**src/rtl/dmux_stream.sv**
```systemverilog
// dmux_stream: registered 1-to-CHANNELS demultiplexer with a small FIFO per
// output channel. A word goes to one channel (in_sel) or to all channels at
// once (in_bcast). Each channel has its own valid/ready handshake, so a stalled
// consumer only blocks traffic that targets it.

// Per-channel FIFO. The head entry drives out_data directly, so there is
// exactly one cycle from accept to visibility and no combinational bypass.
module dmux_fifo #(
  parameter int WIDTH = 16,
  parameter int DEPTH = 2,
  parameter int LVL_W = 2
) (
  input  logic             clk,
  input  logic             reset_n,
  input  logic             push,
  input  logic [WIDTH-1:0] din,
  input  logic             out_ready,
  output logic             out_valid,
  output logic [WIDTH-1:0] out_data,
  output logic [LVL_W-1:0] level,
  output logic             full
);
  localparam int PTR_W = (DEPTH > 1) ? $clog2(DEPTH) : 1;

  logic [DEPTH-1:0][WIDTH-1:0] mem;
  logic [PTR_W-1:0]            wr_ptr, rd_ptr;
  logic [LVL_W-1:0]            count;
  logic                        do_push, do_pop;

  // Explicit wrap so non-power-of-two depths cycle through 0..DEPTH-1 only.
  function automatic logic [PTR_W-1:0] ptr_inc(input logic [PTR_W-1:0] p);
    return (p == PTR_W'(DEPTH-1)) ? '0 : p + 1'b1;
  endfunction

  assign full      = (count == LVL_W'(DEPTH));
  assign out_valid = (count != '0);
  assign out_data  = mem[rd_ptr];
  assign level     = count;
  // The top already gates push with !full; the local guard keeps the FIFO safe
  // on its own.
  assign do_push   = push & ~full;
  assign do_pop    = out_valid & out_ready;

  // Storage, pointers and occupancy; memory is cleared so out_data reads 0 in reset.
  always_ff @(posedge clk or negedge reset_n) begin
    if (!reset_n) begin
      mem    <= '0;
      wr_ptr <= '0;
      rd_ptr <= '0;
      count  <= '0;
    end else begin
      if (do_push) begin
        mem[wr_ptr] <= din;
        wr_ptr      <= ptr_inc(wr_ptr);
      end
      if (do_pop) rd_ptr <= ptr_inc(rd_ptr);
      case ({do_push, do_pop})
        2'b10:   count <= count + 1'b1;
        2'b01:   count <= count - 1'b1;
        default: count <= count;
      endcase
    end
  end
endmodule

module dmux_stream #(
  parameter int WIDTH    = 16,
  parameter int CHANNELS = 4,
  parameter int SEL_W    = 2,
  parameter int DEPTH    = 2,
  localparam int LVL_W   = $clog2(DEPTH+1)
) (
  input  logic                        clk,
  input  logic                        reset_n,
  input  logic                        in_valid,
  output logic                        in_ready,
  input  logic [WIDTH-1:0]            in_data,
  input  logic [SEL_W-1:0]            in_sel,
  input  logic                        in_bcast,
  output logic [CHANNELS-1:0]         out_valid,
  input  logic [CHANNELS-1:0]         out_ready,
  output logic [CHANNELS*WIDTH-1:0]   out_data,
  output logic [CHANNELS*LVL_W-1:0]   out_level,
  output logic                        sel_err
);
  logic [CHANNELS-1:0] full, sel_hit, push;
  logic                in_range, accept;

  assign in_range = ({1'b0, in_sel} < (SEL_W+1)'(CHANNELS));

  // Decode the select and derive in_ready from FIFO fill state only; out_ready
  // never feeds in_ready, so a full FIFO refuses a push even while popping.
  always_comb begin
    sel_hit = '0;
    for (int k = 0; k < CHANNELS; k++) sel_hit[k] = (in_sel == SEL_W'(k));
    if (!reset_n)      in_ready = 1'b0;
    else if (in_bcast) in_ready = ~|full;
    else if (in_range) in_ready = ~|(sel_hit & full);
    else               in_ready = 1'b1;
  end

  assign accept = in_valid & in_ready;
  assign push   = {CHANNELS{accept}} & ({CHANNELS{in_bcast}} | sel_hit);

  // One-cycle flag for an accepted unicast word whose channel does not exist.
  always_ff @(posedge clk or negedge reset_n) begin
    if (!reset_n) sel_err <= 1'b0;
    else          sel_err <= accept & ~in_bcast & ~in_range;
  end

  for (genvar k = 0; k < CHANNELS; k++) begin : g_ch
    dmux_fifo #(.WIDTH(WIDTH), .DEPTH(DEPTH), .LVL_W(LVL_W)) u_fifo (
      .clk       (clk),
      .reset_n   (reset_n),
      .push      (push[k]),
      .din       (in_data),
      .out_ready (out_ready[k]),
      .out_valid (out_valid[k]),
      .out_data  (out_data[k*WIDTH +: WIDTH]),
      .level     (out_level[k*LVL_W +: LVL_W]),
      .full      (full[k])
    );
  end
endmodule
```
**config.mk**
```make
export PLATFORM = sky130hd
export DESIGN_NAME = dmux_stream
export DESIGN_NICKNAME = d
export VERILOG_FILES = /design/src/rtl/dmux_stream.sv
export SDC_FILE = /design/constraint.sdc
export NUM_CORES = 1
export LEC_CHECK = 0
export BUFFER_PORTS_ARGS = -buffer_cell sky130_fd_sc_hd__buf_2
export CAP_MARGIN = 20
export CORE_MARGIN = 3
export CORE_UTILIZATION = 50
export CTS_CLUSTER_SIZE = 10
export DETAILED_ROUTE_END_ITERATION = 7
export GPL_TIMING_DRIVEN = 0
export PLACE_DENSITY = 0.8
export SYNTH_ARGS = -nofsm -noshare
export SYNTH_HDL_FRONTEND = slang
export SYNTH_SLANG_ARGS = --single-unit
```
**constraint.sdc**
```tcl
create_clock -name clk -period 1.95 [get_ports clk]
set_input_delay 0.195 -clock clk [delete_from_list [all_inputs] [get_ports clk]]
set_output_delay 0.195 -clock clk [all_outputs]
set_load 0.05 [all_outputs]
```
---- Word-level counts from Yosys, hierarchy flattened ----
Index checks and enable logic that the tools add are counted.
cells by class
  add/sub/neg operators ................... 16
  order comparisons ....................... 12
  equality and inequality tests ........... 15
  mux-type cells .......................... 34
  bitwise logic cells ..................... 16
  reductions and logical operators ........ 17
operators by type and width
  kind                   number
  $mux W16               12
  $bwmux W32             4
  $demux W16 S1          4
  $eq A2 B2 Y1 const B   10
  $lt A1 B2 Y1 const B   8
  $pmux W2 S2            4
  $reduce_bool A2 Y1     8
  $eq A2 B1 Y1 const B   5
  $mux W1                10
  $and A1 B1 Y1          9
  $add A1 B1 Y1 const B  8
  $add A2 B1 Y2 const B  4
  $and A4 B4 Y4          2
  $reduce_or A4 Y1       2
  $sub A2 B1 Y2 const B  4
  $ge A1 B1 Y1 const B   4
  $logic_and A1 B1 Y1    4
  $not A1 Y1             4
  $or A4 B4 Y4           1
  $logic_not A1 Y1       2
  $logic_not A2 Y1       1
storage, ports and cells
  bits in registers ....................... 144
  output and inout port bits .............. 78

---- Longest topological paths before layout ----
Gate-level depths: netlist of run 1.
  depth after elaboration ................. 11
  gate-level depth with buffers ........... 9
  gate-level depth less buffers ........... 9

---- By module ----
From an unflattened synthesis of run 1, not the netlist that was laid out.
second synthesis, totals
  cells, all modules ...................... 435
  area, all modules ....................... 6545.0 µm²
modules (own cells, without submodules)
  module       times used  cells an instance  area each (µm²)
  dmux_fifo    4           103                1601.5
  dmux_stream  1           23                 138.9

---- Worst setup path after synthesis of run 1 ----
No wires, ideal clock.
  path type ............................... flip-flop to flip-flop
  start point ............................. register g_ch[3].u_fifo.count[0]
  end point ............................... register g_ch[3].u_fifo.mem[22] in the netlist's numbering
  library setup time ...................... 0.125 ns
  arrival ................................. 2.354 ns
  required time ........................... 1.825 ns
  path slack .............................. -0.528 ns
  cell stages (with the launch flop) ...... 8
  path buffers ............................ 1
  cells stage by stage .................... dfrtp_1 -> nand2b_1 -> a2bb2oi_2 -> nand3_4 -> inv_1 -> nand3_2 -> buf_2 -> mux2_2
on the way
  cells in the longest elaborated chain, start to end .. 9
  elaborated cells between the ends (all ways) .. 12
  classes of those cells .................. eq/ne: 1; mux: 2; bitwise: 5; reduce/logical: 4
RTL lines
  what                             RTL line  RTL
  from (decl)                      27        logic [LVL_W-1:0] count;
  from (signal assigned)           58        2'b10: count <= count + 1'b1;
  from (signal assigned)           59        2'b01: count <= count - 1'b1;
  from (signal assigned)           60        default: count <= count;
  $eq A2 B2 Y1 (*)                 35        assign full = (count == LVL_W'(DEPTH));
  $and A4 B4 Y4                    98        else if (in_range) in_ready = ~|(sel_hit & full);
  $reduce_or A4 Y1                 98
  $logic_not A1 Y1                 98
  $mux W1 (*)                      97        else if (in_bcast) in_ready = ~|full;
  $mux W1 (*)                      96        if (!reset_n) in_ready = 1'b0;
  net in_ready                     76        output logic in_ready,
  $and A1 B1 Y1 (*)                102       assign accept = in_valid & in_ready;
  $and A4 B4 Y4 (*)                103       assign push = {CHANNELS{accept}} & ({CHANNELS{in_bcast}} | sel_hit);
  $and A1 B1 Y1 (*)                41        assign do_push = push & ~full;
  to (signal, indexed assignment)  53        mem[wr_ptr] <= din;
  to (decl)                        25        logic [DEPTH-1:0][WIDTH-1:0] mem;
The timed path passes the listed nets; every way through them passes the cells marked *.
A chain may end at the register's enable or synchronous reset.

---- Worst setup path after layout of run 1 ----
  start point ............................. register g_ch[0].u_fifo.count[1]
  end point ............................... register g_ch[1].u_fifo.mem[4] in the netlist's numbering
on the way
  cells in the longest elaborated chain, start to end .. 9
  elaborated cells between the ends (all ways) .. 11
  classes of those cells .................. eq/ne: 1; mux: 2; bitwise: 4; reduce/logical: 4
RTL lines
  what                             RTL line
  from (decl)                      27
  from (signal assigned)           58
  from (signal assigned)           59
  from (signal assigned)           60
  $eq A2 B2 Y1 (*)                 35
  $and A4 B4 Y4                    98
  $reduce_or A4 Y1                 98
  $logic_not A1 Y1                 98
  $mux W1 (*)                      97
  $mux W1 (*)                      96
  $and A1 B1 Y1 (*)                102
  $and A4 B4 Y4 (*)                103
  $and A1 B1 Y1 (*)                41
  to (signal, indexed assignment)  53
  to (decl)                        25
Mark *: on every way between the ends. The rest lies on a longest branch, timed or not.

==> results of run 1 <==
[cells by family (layout without fill, tap and decap cells)]
| kind of cell | count (synthesis) | in the layout | synth area share (%) |
|---|---|---|---|
| multiplexers | 192 | 192 | 33.8 |
| flip-flops | 144 | 144 | 55.4 |
| AND/OR/NAND/NOR | 37 | 37 | 3.91 |
| buffers and inverters | 26 | 192 | 2.48 |
| XOR/XNOR | 20 | 20 | 2.69 |
| AO/OA/AOI/OAI | 6 | 6 | 0.847 |
| adder cells (fa/ha/maj) | 4 | 4 | 0.770 |
| other | 1 | 1 | 0.0577 |
[flip-flops by register name, indices dropped and copies added (netlist names)]
name	cells
g_ch.u_fifo.mem	128
g_ch.u_fifo.level	8
g_ch.u_fifo.rd_ptr	4
g_ch.u_fifo.wr_ptr	4
[worst paths after layout]
| check | from | end | slack (ns) | depth (start not counted) |
|---|---|---|---|---|
| hold reg to reg | g_ch[3].u_fifo.mem[20] | g_ch[3].u_fifo.mem[20] | 0.50 | 1 |
| min in group asynchronous | reset_n | g_ch[3].u_fifo.mem[29] | 0.42 | 3 |
| max in group asynchronous | reset_n | g_ch[0].u_fifo.mem[29] | 1.14 | 3 |
| hold / removal | out_ready[1] | g_ch[1].u_fifo.rd_ptr | 0.11 | 3 |
| setup / recovery | g_ch[0].u_fifo.level[1] | g_ch[1].u_fifo.mem[4] | -0.03 | 7 |
| setup reg to reg | g_ch[0].u_fifo.level[1] | g_ch[1].u_fifo.mem[4] | -0.03 | 7 |
[worst max-delay path, stage by stage, from the launching register on]
cell       delay (ns)
dfrtp_2          0.41
nor2b_4          0.14
a2bb2oi_4        0.16
nand3_4          0.13
buf_6            0.17
nor3_4           0.33
buf_6            0.21
mux2_4           0.31
[layout by cell type (no fill, tap or decap), drive strengths merged, types with 4 or more instances in the layout]
cell type and instances:
clkbuf 29, xor2 8, ha 4, mux2 192, and2 4, nand2b 5
nor3 5, clkinv 6, xnor2 12, dfrtp 144, or2 7, buf 150
nor2 5
[through the flow]
step | area [sq um] | setup slack [ns]
2_1_floorplan | 6610 | -0.275
3_3_place_gp | 7330 | -2.58
3_5_place_dp | 7370 | -1.13
4_1_cts | 8240 | 0.00140
5_1_grt | 8580 | -0.0760
6_report | 8580 | -0.0254
[what timing repair did]
action / in CTS / in global routing
gates cloned: 2 / 3
setup buffers: 14 / 12
endpoints found under the setup margin: 190 / 90
hold endpoints to repair: 92 / 0
resized for setup: 33 / 56
hold buffers: 4 / 0
pin swaps: 8 / 8
[per-layer routing]
layer  vias to the layer above  global-route usage (%)
li1                       1828                       -
met1                      2124                    26.8
met2                        92                    35.2
met3                        15                    5.23
met4                         0                    8.38
met5                         -                       0
[final cells by class]
type                            count  area, sq um
Inverter                            4         18.8
Sequential cell                   144         3620
Buffer                             18          213
Tap cell                          172          215
Clock buffer                       26          509
Fill cell                         900         4090
Multi-Input combinational cell    260         3010
Timing Repair Buffer              138          966
Clock inverter                      6         30.0
==> results.md, run 1 <==
Status:
- The run finished, with violations left.
- The checks that failed: negative setup slack.

Worst hold path:
- The class of the most critical hold timing path is in -> reg.

Synth:
- Ranked by total cell area, the synthesized netlist is headed by dfrtp_1 (55%), mux2_2 (32%), mux2_4 (2.3%).
- In this run, synthesis inferred 0 flip-flops with an integrated enable.
- The cell area that synthesis handed to floorplanning was 6500 sq um.
- After synthesis, the most frequently instantiated cells are mux2_2 (182), dfrtp_1 (144), xnor2_1 (12), buf_4 (10), mux2_4 (10).
- The share of synthesized area in the top cell type comes to 55.4%.
- The warning count from the yosys run is 0.
- Synthesis produced 430 cells.
- The fraction of registers with async set or reset after synthesis is 100%.
- The library cell with the largest summed area after synthesis is dfrtp_1.
- The number of storage elements in the synthesis netlist is 144.
- The net count of the mapped netlist is 460.
- After synthesis, flip-flops and latches occupy 55.4% of the total area.
- Each instance of the synthesized netlist takes up on average 15.1 sq um.
- In the post-synthesis netlist, the cell with the most instances is mux2_2.
- The primary flip-flop cell chosen by synthesis mapping is dfrtp_1.
- The number of distinct standard cells referenced by the synthesized netlist is 34.

STA:
- Setup repair after global routing could not meet its margin everywhere.
- The shortest clock period the worst path allows after layout is 1.98 ns.
- Setup violations remaining at the end of the flow were counted as 19.
- The maximum clock frequency is 506 MHz.
- The final setup slack of the worst path is -0.0254 ns.
- The post-route worst hold slack is 0.108 ns.
- Of the available clock period, the critical path in the final layout requires 101%.
- The number of max-slew violations in the final report is 0.
- The worst relative slew slack is 63.7%.
- The slew at the pin with the worst max-slew slack is 0.541 ns.
- The total negative slack for setup checks is -0.273 ns.
- The post-route clock skew is 0.00322 ns.
- The number of failing hold endpoints at the final stage came to 0.

Floorplanning:
- During I/O placement, the number of pins put on the boundary was 104.
- The core region is 12700 sq um.
- The die outline area is 14400 sq um.
- Once the floorplan was initialized, standard cells occupied 51.3% of the core.
- The cell row count is 41.
- The vertical die dimension is 120 um.
- The die outline width is 120 um.

Run:
- The max-capacitance violation count is 0.

Clock network:
- The register clock-pin slew on the reported worst setup and hold paths is 0.05 ns.
- The H-tree depth reported by CTS is 4.
- TritonCTS built the clock tree.
- The clock passes through at most 2 buffers.
- The tree is rooted in a clkbuf_16.
- Counting the buffers created by CTS gives 17.
- The insertion delay to the later sink of the worst-skew pair is 0.43 ns.
- The TritonCTS sink count is 144.

Routing:
- After detailed routing, the met2 layer carries 7.50 mm of wire.
- The detailed-route vias per instance is 5.29.
- The routed design uses 722 um of met3 wire.
- For this block, the routed nets add up to 14.9 mm of wire.
- The number of detailed-routing iterations run before antenna repair is 4.
- The first routing iteration left 238 violations.
- The met1 wire length is 6.49 mm.
- The antenna violation net count after detailed routing is 0.
- The number of remaining DRC errors is 0.
- In the final routed layout, each cell accounts on average for 19.5 um.
- Summing over every cut layer, the via total after detailed routing is 4059.
- Signal routing reaches up to met4.

Setup path:
- The worst setup path is of the reg -> reg kind.
- The required arrival time at the worst endpoint is 2.26 ns.
- Data on the critical path arrives at its endpoint at 2.28 ns.
- The highest net fanout along the worst path is 7.
- STA classifies the critical path startpoint as a register.
- STA classifies the critical path endpoint as a register.

Placement:
- Input and output buffers added on the ports amount to 102.
- The final HPWL from detailed placement is 9.47 mm.
- The placer's final routability congestion estimate is 0.788.
- The total instance count after detailed placement is 705.

Final layout:
- The antenna diode count is 0.
- The final-stage net count is 613.
- The count of cells in the finished layout, fillers not included, comes to 768.
- In the final layout, the share of cells above drive strength 1 is 69.0%.
- The area added between synthesis and finish is 32.0%.
- Cells fill 67.7% of the core in the end.

GRT:
- The wire length of the first global-routing pass is 23.0 mm.
- Entering global routing, the biggest net connects 53 pins.
- The initial antenna violation count is 1.
- The global route total overflow is 0.
- The overall fraction of global-route tracks in use is 21.2%.
- The via count of the first global-routing pass is 4286.
Power of run 1 is left out: the tool's default activity adds up to more than one toggle a clock period on the data nets, which glitch-free logic cannot reach.
==> run 2, diff against run 1 <==
--- a/config.mk
+++ b/config.mk
@@ -5,6 +5,7 @@
 export SDC_FILE = /design/constraint.sdc
 export NUM_CORES = 1
 export LEC_CHECK = 0
+export ABC_AREA = 1
 export BUFFER_PORTS_ARGS = -buffer_cell sky130_fd_sc_hd__buf_2
 export CAP_MARGIN = 20
 export CORE_MARGIN = 3
@@ -12,7 +13,7 @@
 export CTS_CLUSTER_SIZE = 10
 export DETAILED_ROUTE_END_ITERATION = 7
 export GPL_TIMING_DRIVEN = 0
-export PLACE_DENSITY = 0.8
+export PLACE_DENSITY = 0.79
 export SYNTH_ARGS = -nofsm -noshare
 export SYNTH_HDL_FRONTEND = slang
 export SYNTH_SLANG_ARGS = --single-unit
==> results.md, run 2 <==
Status:
- The flow ran to the end, and the final reports show no timing, DRC or antenna violations.

Synth:
- The number of storage elements in the synthesis netlist is 144 (unchanged).
- The library cell with the largest summed area after synthesis is dfrtp_1.
- The portion of synthesized cell area occupied by the leading cell type is 51.1% (-4.3 points).
- The mean post-synth cell area is 7.91 sq um (-48%).
- The fraction of registers with async set or reset after synthesis came to 100% (unchanged).
- Ranked by instance count, the synthesized netlist is headed by nand2_1 (474), dfrtp_1 (144), nand4_1 (128), clkbuf_1 (36), clkbuf_2 (16).
- The net count of the mapped netlist is 922 (+100%).
- The post-synthesis instance area is 7060 sq um (+8.5%).
- The number of flops mapped to enable cells by yosys was 0 (unchanged).
- The warning count from the yosys run is 0 (unchanged).
- The sequential element share of the synthesized area is 51.1% (-4.3 points).
- Sorting the synthesized cells by area gives the leading types as dfrtp_1 (51%), nand2_1 (25%), nand4_1 (11%).
- The number of distinct standard cells referenced by the synthesized netlist came to 25 (-26%).
- In the synthesized netlist the dominant register cell turns out to be dfrtp_1.
- Among all cell types in the netlist, the one instantiated most often is nand2_1.
- The cell count after synthesis was 892 (+110%).

GRT:
- The wire length of the first global-routing pass was 33.3 mm (+44%).
- The global route total overflow is 0 (unchanged).
- The maximum number of pins on one net before global-route repair is 57 (+7.5%).
- The initial antenna violation count is 0 (-1).
- The overall fraction of global-route tracks in use is 27.0% (+5.8 points).
- The via count of the first global-routing pass is 6360 (+48%).

Setup path:
- The slack of the worst reg-to-reg path is 0.08 ns (+0.10 ns).
- The endpoint identified for the worst register-to-register timing path is g_ch[1].u_fifo.level[1].
- The depth of the worst register-to-register path is 11 (+4).
- The endpoint class of the critical path is an output pin.
- The required arrival time at the worst endpoint is 1.75 ns (-0.51 ns).
- The signal arrival time at the worst endpoint is 1.68 ns (-0.60 ns).
- The sort of element at the start of the critical path is a register.
- The launch point of the worst reg-to-reg path is g_ch[0].u_fifo.level[1].
- The highest net fanout along the worst path is 9 (+2).
- The classification of the worst setup path is reg -> out.

STA:
- Setup repair after global routing could not meet its margin everywhere.
- The period utilization is 96.1% (-5.2 points).
- The shortest clock period the worst path allows after layout is 1.87 ns (-0.102 ns).
- The number of max-slew violations in the final report is 0 (unchanged).
- The number of failing hold endpoints at the final stage is 0 (unchanged).
- The maximum clock frequency came to 534 MHz (+5.4%).
- The final-report setup violation count was 0 (-19).
- The post-route clock skew is 0.00598 ns (+0.00276 ns).
- The post-route worst hold slack was 0.0558 ns (-0.0519 ns).

Floorplanning:
- The die outline area is 15600 sq um (+8.1%).
- The die outline width was 125 um (+4.0%).
- The vertical die dimension is 125 um (+4.0%).
- The cell row count came to 42 (+2.4%).
- The effective utilization at floorplan was 52.2% (+0.92 points).
- The number of placed I/O pins came to 104 (unchanged).
- The placeable core region was 13500 sq um (+6.6%).

Routing:
- The detailed-route vias per instance is 5.65 (+6.9%).
- The wire length per cell after detailed routing is 17.5 um (-9.9%).
- The total wire length came to 21.0 mm (+41%).
- The total via count after detailed routing came to 6776 (+67%).
- The initial DRC count is 774 (+230%).
- The antenna violation net count after detailed routing is 0 (unchanged).
- The number of detailed-routing iterations run before antenna repair was 6 (+2).
- The number of remaining DRC errors is 0 (unchanged).

Final layout:
- The library cell used most frequently in the layout, excluding fill and tap cells, is nand2_1.
- Compared with the post-synthesis result, the final layout area differs by 23.0%.
- The layout cell share with drive strength beyond 1 is 23.5% (-45 points).
- The antenna diode count is 0 (unchanged).
- The largest register by flop count is g_ch.u_fifo.mem.
- The non-filler instance count after layout is 1199 (+56%).
- The number of fill cells in the layout is 1158 (+29%).
- The top cell types in the final layout, fill and taps aside, are nand2_1 (466), dfrtp_1 (132), nand4_1 (128).
- The final-stage net count is 1040 (+70%).
- The flip-flop count of the largest register after layout came to 128 (unchanged).

Placement:
- The placer's final routability congestion estimate came to 0.891 (+13%).
- The final HPWL from detailed placement is 13.5 mm (+43%).
- The total of buffers placed on input and output ports is 85 (-17%).
- The total instance count after detailed placement is 1154 (+64%).

Clock network:
- The clock tree from TritonCTS is yes.
- The buffer type at the clock tree root is clkbuf_16.
- The insertion delay to the later sink of the worst-skew pair is 0.43 ns (about the same).
- The total clock buffers created by CTS is 17 (unchanged).
- The H-tree depth reported by CTS is 4 (unchanged).
- The register clock-pin slew on the reported worst setup and hold paths is 0.06 ns (about the same).
- The TritonCTS sink count was 144 (unchanged).
- The number of buffers on the longest clock path is 2 (unchanged).

Worst hold path:
- The instance count along the most critical hold path was 3 (unchanged).
- The worst hold endpoint is g_ch[1].u_fifo.rd_ptr.
- In this run the worst hold path is classified as in -> reg.
- The startpoint identified for the worst hold timing path is out_ready[1].

Power:
- The power density over cell area is 2080 nW/um^2.
- The largest voltage drop on the vdd net is 1220 uV.
- In this run the static leakage power is 4.78 nW.

Run:
- The max-capacitance violation count was 0 (unchanged).
run 2: changes by cell type after synthesis, sizes merged, moves of 9 or more:
cell / change
nand2: +473
mux2: -192
nand4: +136
clkbuf: +47
buf: +11
inv: +9
run 2: per-stage QoR:
stage	power, mW	util [%]	setup slack, ns	TNS, ns	cell area [sq um]
4_1_cts	17.8	62.7	0.00225	0	8470
2_1_floorplan	12.3	-	-0.0403	-0.148	7140
3_5_place_dp	14.6	57.9	-0.648	-42.79	7820
3_3_place_gp	14.4	57.7	-2.37	-494.22	7790
5_1_grt	19.2	64.3	-0.0242	-0.0269	8680
6_report	18.1	64.3	0.0765	0	8680
run 2: metal layers:
metal	vias up	global-route usage (%)	part of all wire [%]
met4	0	9.28	2.4
met5	-	0	0
met2	388	39.9	45
li1	3139	-	-
met1	3211	38.4	42
met3	38	7.72	11
run 2: repair_timing:
action / 4_1_cts / 5_1_grt
setup buffers: 5 / 9
pin swaps: 3 / 5
gates cloned: 1 / 0
hold endpoints to repair: 54 / 54
resized for setup: 22 / 22
endpoints found under the setup margin: 60 / 71
run 2: power by group:
group | internal (mW) | leakage, nW | switching, mW | total [mW]
registers | 4.42 | 1.79 | 0.928 | 5.35
logic | 2.51 | 2.71 | 7.11 | 9.62
clock network | 1.88 | 0.278 | 1.24 | 3.12
total | 8.81 | 4.78 | 9.27 | 18.1
run 2: how the worst max path moves through the flow:
stage          slack (ns)  cells after the start               startpoint                      end
3_5_place_dp        -0.65                     10                  reset_n  g_ch[0].u_fifo.level[1]
2_1_floorplan       -0.04                     11  g_ch[0].u_fifo.level[1]  g_ch[0].u_fifo.level[1]
6_report             0.08                      6  g_ch[2].u_fifo.level[1]                 in_ready
5_1_grt             -0.02                     11  g_ch[0].u_fifo.level[1]  g_ch[1].u_fifo.level[1]
4_1_cts             0.002                     11  g_ch[2].u_fifo.level[1]  g_ch[1].u_fifo.level[1]
3_3_place_gp        -2.37                      9                  reset_n  g_ch[0].u_fifo.level[1]
run 2: worst max-delay path: stages, from the launching register on:
cell and delay, ns:
dfrtp_2 0.41, inv_2 0.06, nor2_2 0.04, nand2_2 0.09
nand3_4 0.12, nor2_8 0.23, clkbuf_4 0.29
run 2: cells by family after synthesis:
kind of cell / count (synthesis) / share of synthesized area (%)
buf+inv: 101 / 6.65
compound gates: 9 / 0.692
fa+ha+maj: 4 / 0.709
simple gates: 621 / 39.3
xor+xnor: 12 / 1.49
other cells: 1 / 0.0531
flops: 144 / 51.1
run 2: final cells by class:
type	instances	area (sq um)	area share [%]
Sequential cell	144	3620	41.7
Timing Repair Buffer	106	718	8.28
Buffer	73	383	4.41
Tap cell	176	220	2.54
Clock buffer	26	499	5.75
Multi-Input combinational cell	647	3100	35.7
Clock inverter	6	55.1	0.634
Inverter	21	88.8	1.02
Power figures use the tool's default switching activity.
